### config.mk
export PLATFORM = sky130hd
export DESIGN_NAME = reglist_sequencer
export DESIGN_NICKNAME = d
export VERILOG_FILES = /design/src/rtl/reglist_sequencer_pkg.sv /design/src/rtl/reglist_scan.sv /design/src/rtl/reglist_sequencer.sv
export SDC_FILE = /design/constraint.sdc
export NUM_CORES = 1
export LEC_CHECK = 0
export ABC_CLOCK_PERIOD_IN_PS = 14800
export CAP_MARGIN = 15
export CORE_UTILIZATION = 53
export CTS_BUF_LIST = sky130_fd_sc_hd__clkbuf_8
export CTS_CLUSTER_DIAMETER = 30
export DETAILED_ROUTE_END_ITERATION = 7
export PLACE_DENSITY = 0.89
export RECOVER_POWER = 100
export SETUP_SLACK_MARGIN = 0.5
export SLEW_MARGIN = 20
export SYNTH_ARGS = -nofsm -noshare
export SYNTH_HDL_FRONTEND = slang
export SYNTH_SLANG_ARGS = --single-unit
### constraint.sdc
create_clock -name clk -period 14.8 [get_ports clk]
set_input_delay 2.96 -clock clk [delete_from_list [all_inputs] [get_ports clk]]
set_output_delay 2.96 -clock clk [all_outputs]
set_load 0.02 [all_outputs]
### src/rtl/reglist_sequencer_pkg.sv
// reglist_sequencer_pkg: op codes, FSM states, special register
// indices and default address step shared by the reglist sequencer.
package reglist_sequencer_pkg;

    localparam int unsigned ADDR_STEP_DEF = 4;
    localparam int unsigned LIST_W        = 9;

    localparam logic [3:0] IDX_SP = 4'd13;
    localparam logic [3:0] IDX_LR = 4'd14;
    localparam logic [3:0] IDX_PC = 4'd15;

    typedef enum logic [1:0] {
        OP_STM  = 2'b00,
        OP_LDM  = 2'b01,
        OP_PUSH = 2'b10,
        OP_POP  = 2'b11
    } op_e;

    typedef enum logic [2:0] {
        S_IDLE  = 3'd0,
        S_SETUP = 3'd1,
        S_XFER  = 3'd2,
        S_WB    = 3'd3,
        S_DONE  = 3'd4
    } state_e;

    // List bit 8 names LR for PUSH and PC for POP.
    function automatic logic [3:0] list_bit_to_reg(
        input logic [3:0] bit_idx,
        input op_e        op
    );
        logic [3:0] r;
        r = bit_idx;
        if (bit_idx == 4'd8) begin
            r = (op == OP_PUSH) ? IDX_LR : IDX_PC;
        end
        return r;
    endfunction

endpackage

### src/rtl/reglist_scan.sv
// reglist_scan: combinational scan of a 9-bit register list.
// Ports: i_list in; o_low_idx lowest set bit, o_count popcount, o_empty.
module reglist_scan
    import reglist_sequencer_pkg::*;
(
    input  logic [LIST_W-1:0] i_list,
    output logic [3:0]        o_low_idx,
    output logic [3:0]        o_count,
    output logic              o_empty
);

    always_comb begin
        o_low_idx = '0;
        o_count   = '0;
        // Descending walk so the last hit is the lowest set bit.
        for (int i = LIST_W - 1; i >= 0; i--) begin
            if (i_list[i]) begin
                o_low_idx = 4'(i);
            end
        end
        for (int i = 0; i < LIST_W; i++) begin
            o_count = o_count + 4'(i_list[i]);
        end
    end

    assign o_empty = (i_list == '0);

endmodule

### src/rtl/reglist_sequencer.sv
// reglist_sequencer: walks a PUSH/POP/LDM/STM register list lowest-first,
// one req/ack memory access per register, then base/SP writeback.
// Ports: clk, rst (sync, active-high); start/op/reg_list/base_idx/base_val
// launch; rf_raddr/rf_rdata store read; rf_we/rf_waddr/rf_wdata write;
// pc_ld/pc_data PC load; mem_req/we/addr/wdata/ack/rdata memory port;
// busy/done/err status.
// Build option: define REGSEQ_POP_PC_EN to let POP bit 8 load the PC;
// otherwise bit 8 is dropped for POP and pc_ld stays low.
module reglist_sequencer
    import reglist_sequencer_pkg::*;
#(
    parameter int unsigned ADDR_STEP = ADDR_STEP_DEF,
    parameter int unsigned AW        = 32
) (
    input  logic          clk,
    input  logic          rst,
    input  logic          start,
    input  logic [1:0]    op,
    input  logic [8:0]    reg_list,
    input  logic [2:0]    base_idx,
    input  logic [31:0]   base_val,
    output logic [3:0]    rf_raddr,
    input  logic [31:0]   rf_rdata,
    output logic          rf_we,
    output logic [3:0]    rf_waddr,
    output logic [31:0]   rf_wdata,
    output logic          pc_ld,
    output logic [31:0]   pc_data,
    output logic          mem_req,
    output logic          mem_we,
    output logic [AW-1:0] mem_addr,
    output logic [31:0]   mem_wdata,
    input  logic          mem_ack,
    input  logic [31:0]   mem_rdata,
    output logic          busy,
    output logic          done,
    output logic          err
);

    state_e              r_state;
    state_e              w_next;
    op_e                 r_op;
    op_e                 w_op;
    logic [LIST_W-1:0]   r_list;
    logic [LIST_W-1:0]   w_eff;
    logic [LIST_W-1:0]   w_low_mask;
    logic [2:0]          r_base_idx;
    logic                r_wb_en;
    logic [AW-1:0]       r_addr;
    logic [AW-1:0]       r_start;
    logic [AW-1:0]       w_offset;
    logic [AW-1:0]       w_start_addr;
    logic [3:0]          r_n;
    logic [3:0]          w_low_idx;
    logic [3:0]          w_count;
    logic                w_empty;
    logic [3:0]          w_cur_reg;
    logic                w_is_load;
    logic                r_rf_we;
    logic [3:0]          r_rf_waddr;
    logic [31:0]         r_rf_wdata;

    reglist_scan u_scan (
        .i_list    (r_list),
        .o_low_idx (w_low_idx),
        .o_count   (w_count),
        .o_empty   (w_empty)
    );

    assign w_op       = op_e'(op);
    assign w_is_load  = (r_op == OP_LDM) || (r_op == OP_POP);
    assign w_cur_reg  = list_bit_to_reg(w_low_idx, r_op);
    assign w_low_mask = LIST_W'(1) << w_low_idx;
    assign w_offset   = AW'(w_count) * AW'(ADDR_STEP);
    assign w_start_addr = (r_op == OP_PUSH) ? r_addr - w_offset : r_addr;

    // Bit 8 only has meaning for PUSH (LR) and, when enabled, POP (PC).
    always_comb begin
        w_eff = reg_list;
        if ((w_op == OP_LDM) || (w_op == OP_STM)) begin
            w_eff[8] = 1'b0;
        end
`ifndef REGSEQ_POP_PC_EN
        if (w_op == OP_POP) begin
            w_eff[8] = 1'b0;
        end
`endif
    end

    always_ff @(posedge clk) begin
        if (rst) begin
            r_state <= S_IDLE;
        end else begin
            r_state <= w_next;
        end
    end

    always_comb begin
        w_next    = r_state;
        busy      = (r_state != S_IDLE);
        done      = 1'b0;
        err       = 1'b0;
        mem_req   = 1'b0;
        mem_we    = 1'b0;
        mem_addr  = '0;
        mem_wdata = '0;
        rf_raddr  = '0;
        unique case (r_state)
            S_IDLE: begin
                if (start) begin
                    w_next = S_SETUP;
                end
            end
            S_SETUP: begin
                w_next = w_empty ? S_DONE : S_XFER;
            end
            S_XFER: begin
                mem_req  = 1'b1;
                mem_we   = !w_is_load;
                mem_addr = r_addr;
                if (!w_is_load) begin
                    rf_raddr  = w_cur_reg;
                    mem_wdata = rf_rdata;
                end
                if (mem_ack && (w_count == 4'd1)) begin
                    w_next = S_WB;
                end
            end
            S_WB: begin
                w_next = S_DONE;
            end
            S_DONE: begin
                done   = 1'b1;
                err    = (r_n == 4'd0);
                w_next = S_IDLE;
            end
            default: begin
                w_next = S_IDLE;
            end
        endcase
    end

`ifdef REGSEQ_POP_PC_EN
    logic        r_pc_ld;
    logic [31:0] r_pc_data;
    assign pc_ld   = r_pc_ld;
    assign pc_data = r_pc_data;
`else
    assign pc_ld   = 1'b0;
    assign pc_data = '0;
`endif

    // Register-file writes are registered: a load lands the cycle
    // after its ack edge, the base/SP writeback lands in DONE.
    always_ff @(posedge clk) begin
        if (rst) begin
            r_op       <= OP_STM;
            r_list     <= '0;
            r_base_idx <= '0;
            r_wb_en    <= 1'b0;
            r_addr     <= '0;
            r_start    <= '0;
            r_n        <= '0;
            r_rf_we    <= 1'b0;
            r_rf_waddr <= '0;
            r_rf_wdata <= '0;
`ifdef REGSEQ_POP_PC_EN
            r_pc_ld    <= 1'b0;
            r_pc_data  <= '0;
`endif
        end else begin
            r_rf_we <= 1'b0;
`ifdef REGSEQ_POP_PC_EN
            r_pc_ld <= 1'b0;
`endif
            unique case (r_state)
                S_IDLE: begin
                    if (start) begin
                        r_op       <= w_op;
                        r_list     <= w_eff;
                        r_base_idx <= base_idx;
                        // LDM with Rn in the list keeps the loaded value.
                        r_wb_en    <= !((w_op == OP_LDM) && reg_list[base_idx]);
                        r_addr     <= AW'(base_val);
                    end
                end
                S_SETUP: begin
                    r_n     <= w_count;
                    r_addr  <= w_start_addr;
                    r_start <= w_start_addr;
                end
                S_XFER: begin
                    if (mem_ack) begin
                        r_list <= r_list & ~w_low_mask;
                        r_addr <= r_addr + AW'(ADDR_STEP);
                        if (w_is_load) begin
`ifdef REGSEQ_POP_PC_EN
                            if (w_cur_reg == IDX_PC) begin
                                r_pc_ld   <= 1'b1;
                                r_pc_data <= mem_rdata;
                            end else begin
                                r_rf_we    <= 1'b1;
                                r_rf_waddr <= w_cur_reg;
                                r_rf_wdata <= mem_rdata;
                            end
`else
                            r_rf_we    <= 1'b1;
                            r_rf_waddr <= w_cur_reg;
                            r_rf_wdata <= mem_rdata;
`endif
                        end
                    end
                end
                S_WB: begin
                    if (r_wb_en) begin
                        r_rf_we <= 1'b1;
                        if ((r_op == OP_PUSH) || (r_op == OP_POP)) begin
                            r_rf_waddr <= IDX_SP;
                        end else begin
                            r_rf_waddr <= {1'b0, r_base_idx};
                        end
                        // After the walk r_addr = start + N*step.
                        r_rf_wdata <= 32'((r_op == OP_PUSH) ? r_start : r_addr);
                    end
                end
                default: begin
                end
            endcase
        end
    end

    assign rf_we    = r_rf_we;
    assign rf_waddr = r_rf_waddr;
    assign rf_wdata = r_rf_wdata;

endmodule

==> results of run 1 <==
[report_power, final]
group | switching (uW) | internal (uW)
Sequential | 58.3 | 362
Combinational | 253 | 158
Clock | 159 | 135
Total | 471 | 655
[critical path, stage by stage, from the launching register on]
cell and delay (ns):
dfxtp_1 0.72, or3b_1 1.02, inv_1 0.26, clkbuf_1 1.82, nand2_1 0.34, inv_1 0.12
dlygate4sd3_1 0.67
[per-layer routing]
metal,GRT usage (%),wire length [um],part of all wire (%),vias to the layer above
li1,-,-,-,4337
met1,50.8,12900,44,4282
met2,49.2,12700,43,603
met3,8.64,3190,11,52
met4,12.0,619,2.1,0
met5,0,0,0,-
[final cells by class]
cell class,instances,share of cell area [%]
well taps,211,2.43
clock buffers,17,2.15
repair buffers,234,21.1
clock inverters,15,1.31
inverters,41,1.41
flip-flops and latches,123,22.6
multi-input cells,898,48.9
[logic make-up after synthesis]
family	synth area share, %
XOR/XNOR	4.61
buffers and inverters	9.69
multiplexers	0.771
other	0.0444
flip-flops	29.2
AND/OR/NAND/NOR	26.1
AO/OA/AOI/OAI	26.3
adder cells (fa/ha/maj)	3.32
[Yosys cell counts, types with 3 or more instances]
library cell,count,area [um^2]
o31a_1,3,26.3
fa_1,6,120
nor3b_1,4,30.0
nand2b_1,9,56.3
nor4_2,4,50.1
a311oi_1,34,298
a211o_1,5,43.8
dfxtp_1,123,2460
o211ai_1,4,30.0
a221oi_1,9,78.8
and4_1,5,43.8
a22oi_1,3,22.5
xor2_1,11,96.3
nand3_1,21,105
ha_1,11,138
nand4_1,10,62.6
buf_1,6,22.5
o21a_1,6,45.0
nor2b_1,10,62.6
a21oi_1,140,701
o22ai_1,4,25.0
or3_1,3,18.8
nor3_1,28,140
buf_2,10,50.1
clkbuf_1,84,315
and3_1,3,18.8
xnor2_1,29,254
inv_1,40,150
o21ai_0,70,350
nor4_1,11,68.8
o21bai_1,4,30.0
a221o_1,4,40.0
buf_4,34,255
nor2_1,131,492
nand2_1,144,541
a211oi_1,18,135
and2_1,51,319
nor4b_1,4,35.0
or4_1,3,22.5
a31oi_1,9,56.3
a21o_1,3,22.5
[layout by cell type, fill, tap and decap left out, types with 10 or more instances in the layout]
| cell | count |
|---|---|
| nor2_1 | 130 |
| nand3_1 | 21 |
| clkbuf_8 | 17 |
| xnor2_1 | 29 |
| conb_1 | 33 |
| a211oi_1 | 18 |
| nor3_1 | 28 |
| dfxtp_1 | 123 |
| dlygate4sd3_1 | 100 |
| xor2_1 | 11 |
| nor4_1 | 11 |
| nand4_1 | 10 |
| ha_1 | 11 |
| clkdlybuf4s50_1 | 122 |
| o21ai_0 | 70 |
| and2_0 | 11 |
| a21oi_1 | 140 |
| and2_1 | 39 |
| a311oi_1 | 34 |
| nand2_1 | 144 |
| inv_1 | 39 |
[through the flow]
stage | utilization, % | hold slack (ns) | cells | setup WS (ns)
after global placement | 68.3 | 0.442 | 1507 | 7.64
final | 70.8 | 0.460 | 1539 | 6.38
after floorplan | - | 0.432 | 1199 | 8.67
after global routing | 70.8 | 0.492 | 1539 | 6.18
after detailed placement | 68.3 | 0.447 | 1507 | 7.62
after CTS | 70.8 | 0.459 | 1539 | 7.62
[registers in the layout, indices dropped and copies added (netlist names)]
| signal | flops |
|---|---|
| r_addr | 32 |
| r_start | 32 |
| rf_wdata | 32 |
| r_list | 9 |
| r_n | 4 |
| rf_waddr | 4 |
| r_base_idx | 3 |
| r_state | 3 |
| r_op | 2 |
| r_wb_en | 1 |
| rf_we | 1 |
[final timing paths]
check | from | endpoint | slack (ns)
max reg2reg | r_state[2]$_SDFFE_PP0P_ | rf_waddr[2]$_SDFFE_PP0P_ | 8.25
max | r_state[1]$_SDFFE_PP0P_ | mem_addr[19] | 6.38
min | rf_waddr[0]$_SDFFE_PP0P_ | rf_waddr[0]$_SDFFE_PP0P_ | 0.46
min reg2reg | rf_waddr[0]$_SDFFE_PP0P_ | rf_waddr[0]$_SDFFE_PP0P_ | 0.46
==> impl_metrics.csv, run 1 <==
group,metric,value,unit
run_status,status,"complete, but fails checks",
run_status,violations,"max-capacitance violations, max-slew violations",
placed_design,place.gp.congestion,0.942,
grt,grt-ovfl-total,0,
worst_setup_path,reg2reg_depth,8,
clock_network,cts_root_buffer,"clkbuf_8",
timing,fin_crit,8.42,ns
run,drv_cap,5,
routing,drt_iter0_drc,1222,
placed_design,dpl.hpwl,20800,um
routing,vias,9274,
routing,wirelength,29400,um
timing,rsz0062_at_grt,"false",
yosys,synthFlopType,"dfxtp_1",
grt,grt_max_degree,73,
worst_setup_path,cp_data_arrival_time,5.46,ns
worst_setup_path,cp-end-kind,"primary output",
worst_setup_path,worstSetupPathType,"reg2out",
layout,syn_to_final_growth,28.9,%
timing,max-slew-margin-rel,-97.5,%
yosys,syn-mean-instance-area,7.23,um^2
die,core_area,15400,um^2
grt,grt_pass1_wl,44600,um
routing,firstDrtPassIters,6,
die,placementRows,45,
placed_design,port_buffers,223,
die,pin_count,257,
yosys,ys_ff_latch,123,
layout,regArea,2460,um^2
power,power_density,104,nW/um^2
routing,drc,0,
layout,fillCellCount,1241,
yosys,synthDistinctLibCells,83,
clock_network,clock-sinks,123,
layout,layout-drive-gt1-share,5.20,%
worst_hold_path,worstHoldPathCells,2,
layout,design_area,10900,um^2
clock_network,htree_levels,4,
die,dieArea,16400,um^2
yosys,synth_edf_count,0,
layout,antenna_cells,0,
power,power,1130,uW
die,die_x,128,um
timing,worst_pin_slew,2.96,ns
grt,antenna_found_initial,0,
timing,setup_tns,0,ns
worst_hold_path,hold_class,"reg2reg",
die,die_height,128,um
routing,avgViaCountPerCell,6.03,
power,ir_worst_vdd,0.0000732,V
clock_network,clkTransAtPathRegs,0.09,ns
timing,slew_violations,251,
clock_network,cts_resized,0,
clock_network,clk_latency,0.47,ns
clock_network,hold_buffers,0,
grt,grt_pass1_vias,8178,
yosys,syn_inst,1167,
routing,detail-route-antenna-nets,0,
timing,clock_skew,0.0179,ns
worst_setup_path,startpoint_type,"flip-flop",
yosys,yosysSeqAreaShare,29.2,%
clock_network,cts_made_buffers,17,
layout,nets,1446,
timing,fin_crit_sh,56.9,%
routing,wire_per_inst,19.1,um
clock_network,cts_buffer_depth,2,
layout,multi_input_area,5330,um^2
clock_network,post_cts_buffers,0,
die,start_util,54.9,%
placed_design,dpl_cell_area,10500,um^2
worst_setup_path,crit_fanout,47,
timing,final_hold_viol_count,0,
yosys,syn_area,8440,um^2
yosys,ys_warn_count,0,
clock_network,cts_tree,"yes",
grt,grt_usage,34.8,%
power,p_leak,0.00411,uW
timing,fmax,119,MHz
timing,setup_violations,0,
yosys,synthArstFlopShare,0,%
worst_setup_path,required,11.84,ns
Power figures use the tool's default switching activity.
==> run 2, diff against run 1 <==
--- a/config.mk
+++ b/config.mk
@@ -5,13 +5,13 @@
 export SDC_FILE = /design/constraint.sdc
 export NUM_CORES = 1
 export LEC_CHECK = 0
-export ABC_CLOCK_PERIOD_IN_PS = 14800
+export ABC_CLOCK_PERIOD_IN_PS = 8500
 export CAP_MARGIN = 15
-export CORE_UTILIZATION = 53
+export CORE_UTILIZATION = 49
 export CTS_BUF_LIST = sky130_fd_sc_hd__clkbuf_8
 export CTS_CLUSTER_DIAMETER = 30
 export DETAILED_ROUTE_END_ITERATION = 7
-export PLACE_DENSITY = 0.89
+export PLACE_DENSITY = 0.83
 export RECOVER_POWER = 100
 export SETUP_SLACK_MARGIN = 0.5
 export SLEW_MARGIN = 20
==> constraint.sdc (replaced) <==
create_clock -name clk -period 8.5 [get_ports clk]
set_input_delay 1.7 -clock clk [delete_from_list [all_inputs] [get_ports clk]]
set_output_delay 1.7 -clock clk [all_outputs]
set_load 0.02 [all_outputs]
==> run 2 against run 1 <==
The flow still finishes with violations (max-capacitance violations, max-slew violations). Combinational power grew 72%. Global-route usage shrank 2.0 points. Setup slack lost 4.3 ns. Final cell count grew 0.78%. Via count grew 0.97%. Sequential share of layout area is essentially flat. Critical path depth grew 12. Clock-buffer cell count grew 2. Non-clock buffer count grew 3. Critical endpoint is now r_addr[26]$_SDFFE_PP0P_.
==> impl_metrics.csv, run 2 (synthesis results as in run 1) <==
group,metric,value,unit
layout,syn_to_final_growth,29.0,%
run,drv_cap,7,
clock_network,post_cts_buffers,0,
routing,wire_per_inst,18.9,um
die,die_x,133,um
grt,antenna_found_initial,0,
worst_setup_path,cpMostUsedCell,"inv_1",
timing,slew_violations,253,
die,die_height,133,um
grt,grt_pass1_wl,46400,um
run_status,status,"complete, but fails checks",
routing,firstDrtPassIters,6,
routing,detail-route-antenna-nets,0,
power,p_leak,0.00411,uW
layout,nets,1449,
clock_network,cts_resized,0,
routing,drt_iter0_drc,1073,
grt,grt_usage,32.8,%
worst_setup_path,required,8.89,ns
die,core_area,16700,um^2
worst_setup_path,slowest_stage,"a2111oi_0",
timing,final_hold_viol_count,0,
worst_setup_path,cp_data_arrival_time,6.82,ns
worst_setup_path,cp-end-kind,"flip-flop",
clock_network,cts_buffer_depth,2,
layout,antenna_cells,0,
placed_design,port_buffers,223,
timing,whs,0.456,ns
routing,drc,0,
timing,fin_crit,6.43,ns
worst_hold_path,hold_class,"reg2reg",
grt,grt_max_degree,73,
layout,layout-drive-gt1-share,4.73,%
clock_network,htree_levels,4,
timing,worst_pin_slew,2.93,ns
run_status,violations,"max-capacitance violations, max-slew violations",
timing,fmax,155,MHz
clock_network,cts_tree,"yes",
grt,grt_pass1_vias,8546,
layout,fin_cells,1551,
clock_network,clk_latency,0.46,ns
worst_setup_path,path_cells,"inv_1 -> ha_1 -> inv_1 -> fa_1 -> fa_1 -> fa_1 -> inv_1 -> ha_1 -> inv_1 -> fa_1 -> inv_1 -> fa_1 -> inv_1 -> maj3_1 -> a2111oi_0 -> nand3_2 -> a221o_1 -> a31oi_1",
worst_setup_path,startpoint_type,"flip-flop",
layout,final_common_cell,"nand2_1",
placed_design,numPlacedInstances,1519,
die,pin_count,257,
worst_setup_path,crit_fanout,9,
die,placementRows,47,
timing,fin_crit_sh,75.7,%
placed_design,dpl.hpwl,20500,um
worst_setup_path,worstSetupPathType,"reg2reg",
clock_network,hold_buffers,0,
routing,avgViaCountPerCell,6.04,
worst_setup_path,cp_slowest_stage_delay,1.68,ns
timing,setup_tns,0,ns
power,power_density,184,nW/um^2
power,power,2010,uW
timing,setup_violations,0,
timing,rsz0062_at_grt,"false",
clock_network,cts_root_buffer,"clkbuf_8",
die,start_util,50.6,%
routing,wirelength,29400,um
grt,grt-ovfl-total,0,
layout,final_cell_mix,"nand2_1 (144), a21oi_1 (140), nor2_1 (130), clkdlybuf4s50_1 (130), dfxtp_1 (123)",
worst_setup_path,crit_family,"adder cells",
power,ir_worst_vdd,0.000122,V
worst_setup_path,r2r_slack,2.07,ns
die,dieArea,17800,um^2
worst_setup_path,crit_buf_inv,6,
clock_network,clkTransAtPathRegs,0.08,ns
routing,vias,9364,
clock_network,cts_made_buffers,17,
clock_network,clock-sinks,123,
layout,final_core_util,65.2,%
timing,max-slew-margin-rel,-95.6,%
placed_design,place.gp.congestion,0.977,
timing,clock_skew,0.0102,ns
## run 2: worst register-to-register path, stage by stage (launching register included)
cell and delay [ns]:
dfxtp_1 0.45, inv_1 0.11, ha_1 0.31, inv_1 0.08
fa_1 0.43, fa_1 0.46, fa_1 0.49, inv_1 0.05
ha_1 0.19, inv_1 0.07, fa_1 0.45, inv_1 0.11
fa_1 0.21, inv_1 0.05, maj3_1 0.48, a2111oi_0 1.68
nand3_2 0.23, a221o_1 0.36, a31oi_1 0.15
## run 2: path summary, 6_finish.rpt
check / endpoint / start / cells past startpoint
setup / recovery: r_addr[26]$_SDFFE_PP0P_ / r_list[0]$_SDFFE_PP0P_ / 18
hold / removal: r_start[4]$_SDFFE_PP0P_ / r_start[4]$_SDFFE_PP0P_ / 2
setup reg to reg: r_addr[26]$_SDFFE_PP0P_ / r_list[0]$_SDFFE_PP0P_ / 18
hold reg to reg: r_start[4]$_SDFFE_PP0P_ / r_start[4]$_SDFFE_PP0P_ / 2
## run 2: per-stage QoR
stage | instance area [um^2] | setup slack (ns)
3_5_place_dp | 10500 | 3.03
6_report | 10900 | 2.07
4_1_cts | 11000 | 2.95
3_3_place_gp | 10500 | 3.20
5_1_grt | 10900 | 1.85
2_1_floorplan | 8560 | 3.81
## run 2: routing by layer
layer	part of all wire [%]	GRT usage [%]	vias up
li1	-	-	4357
met1	44	48.0	4320
met2	43	47.0	617
met3	11	6.81	70
met4	2.6	11.7	0
met5	0	0	-
## run 2: power by group
group | total [uW] | internal, uW | switching [uW]
sequential | 734 | 630 | 104
combinational | 708 | 276 | 433
clock | 564 | 307 | 257
## run 2: area by class of cell
cell class              count  area (um^2)
clock inverters            13          164
inverters                  41          154
fillers                  1486         5810
clock buffers              19          262
repair buffers            237         2320
well taps                 220          275
flip-flops and latches    123         2460
multi-input cells         898         5260
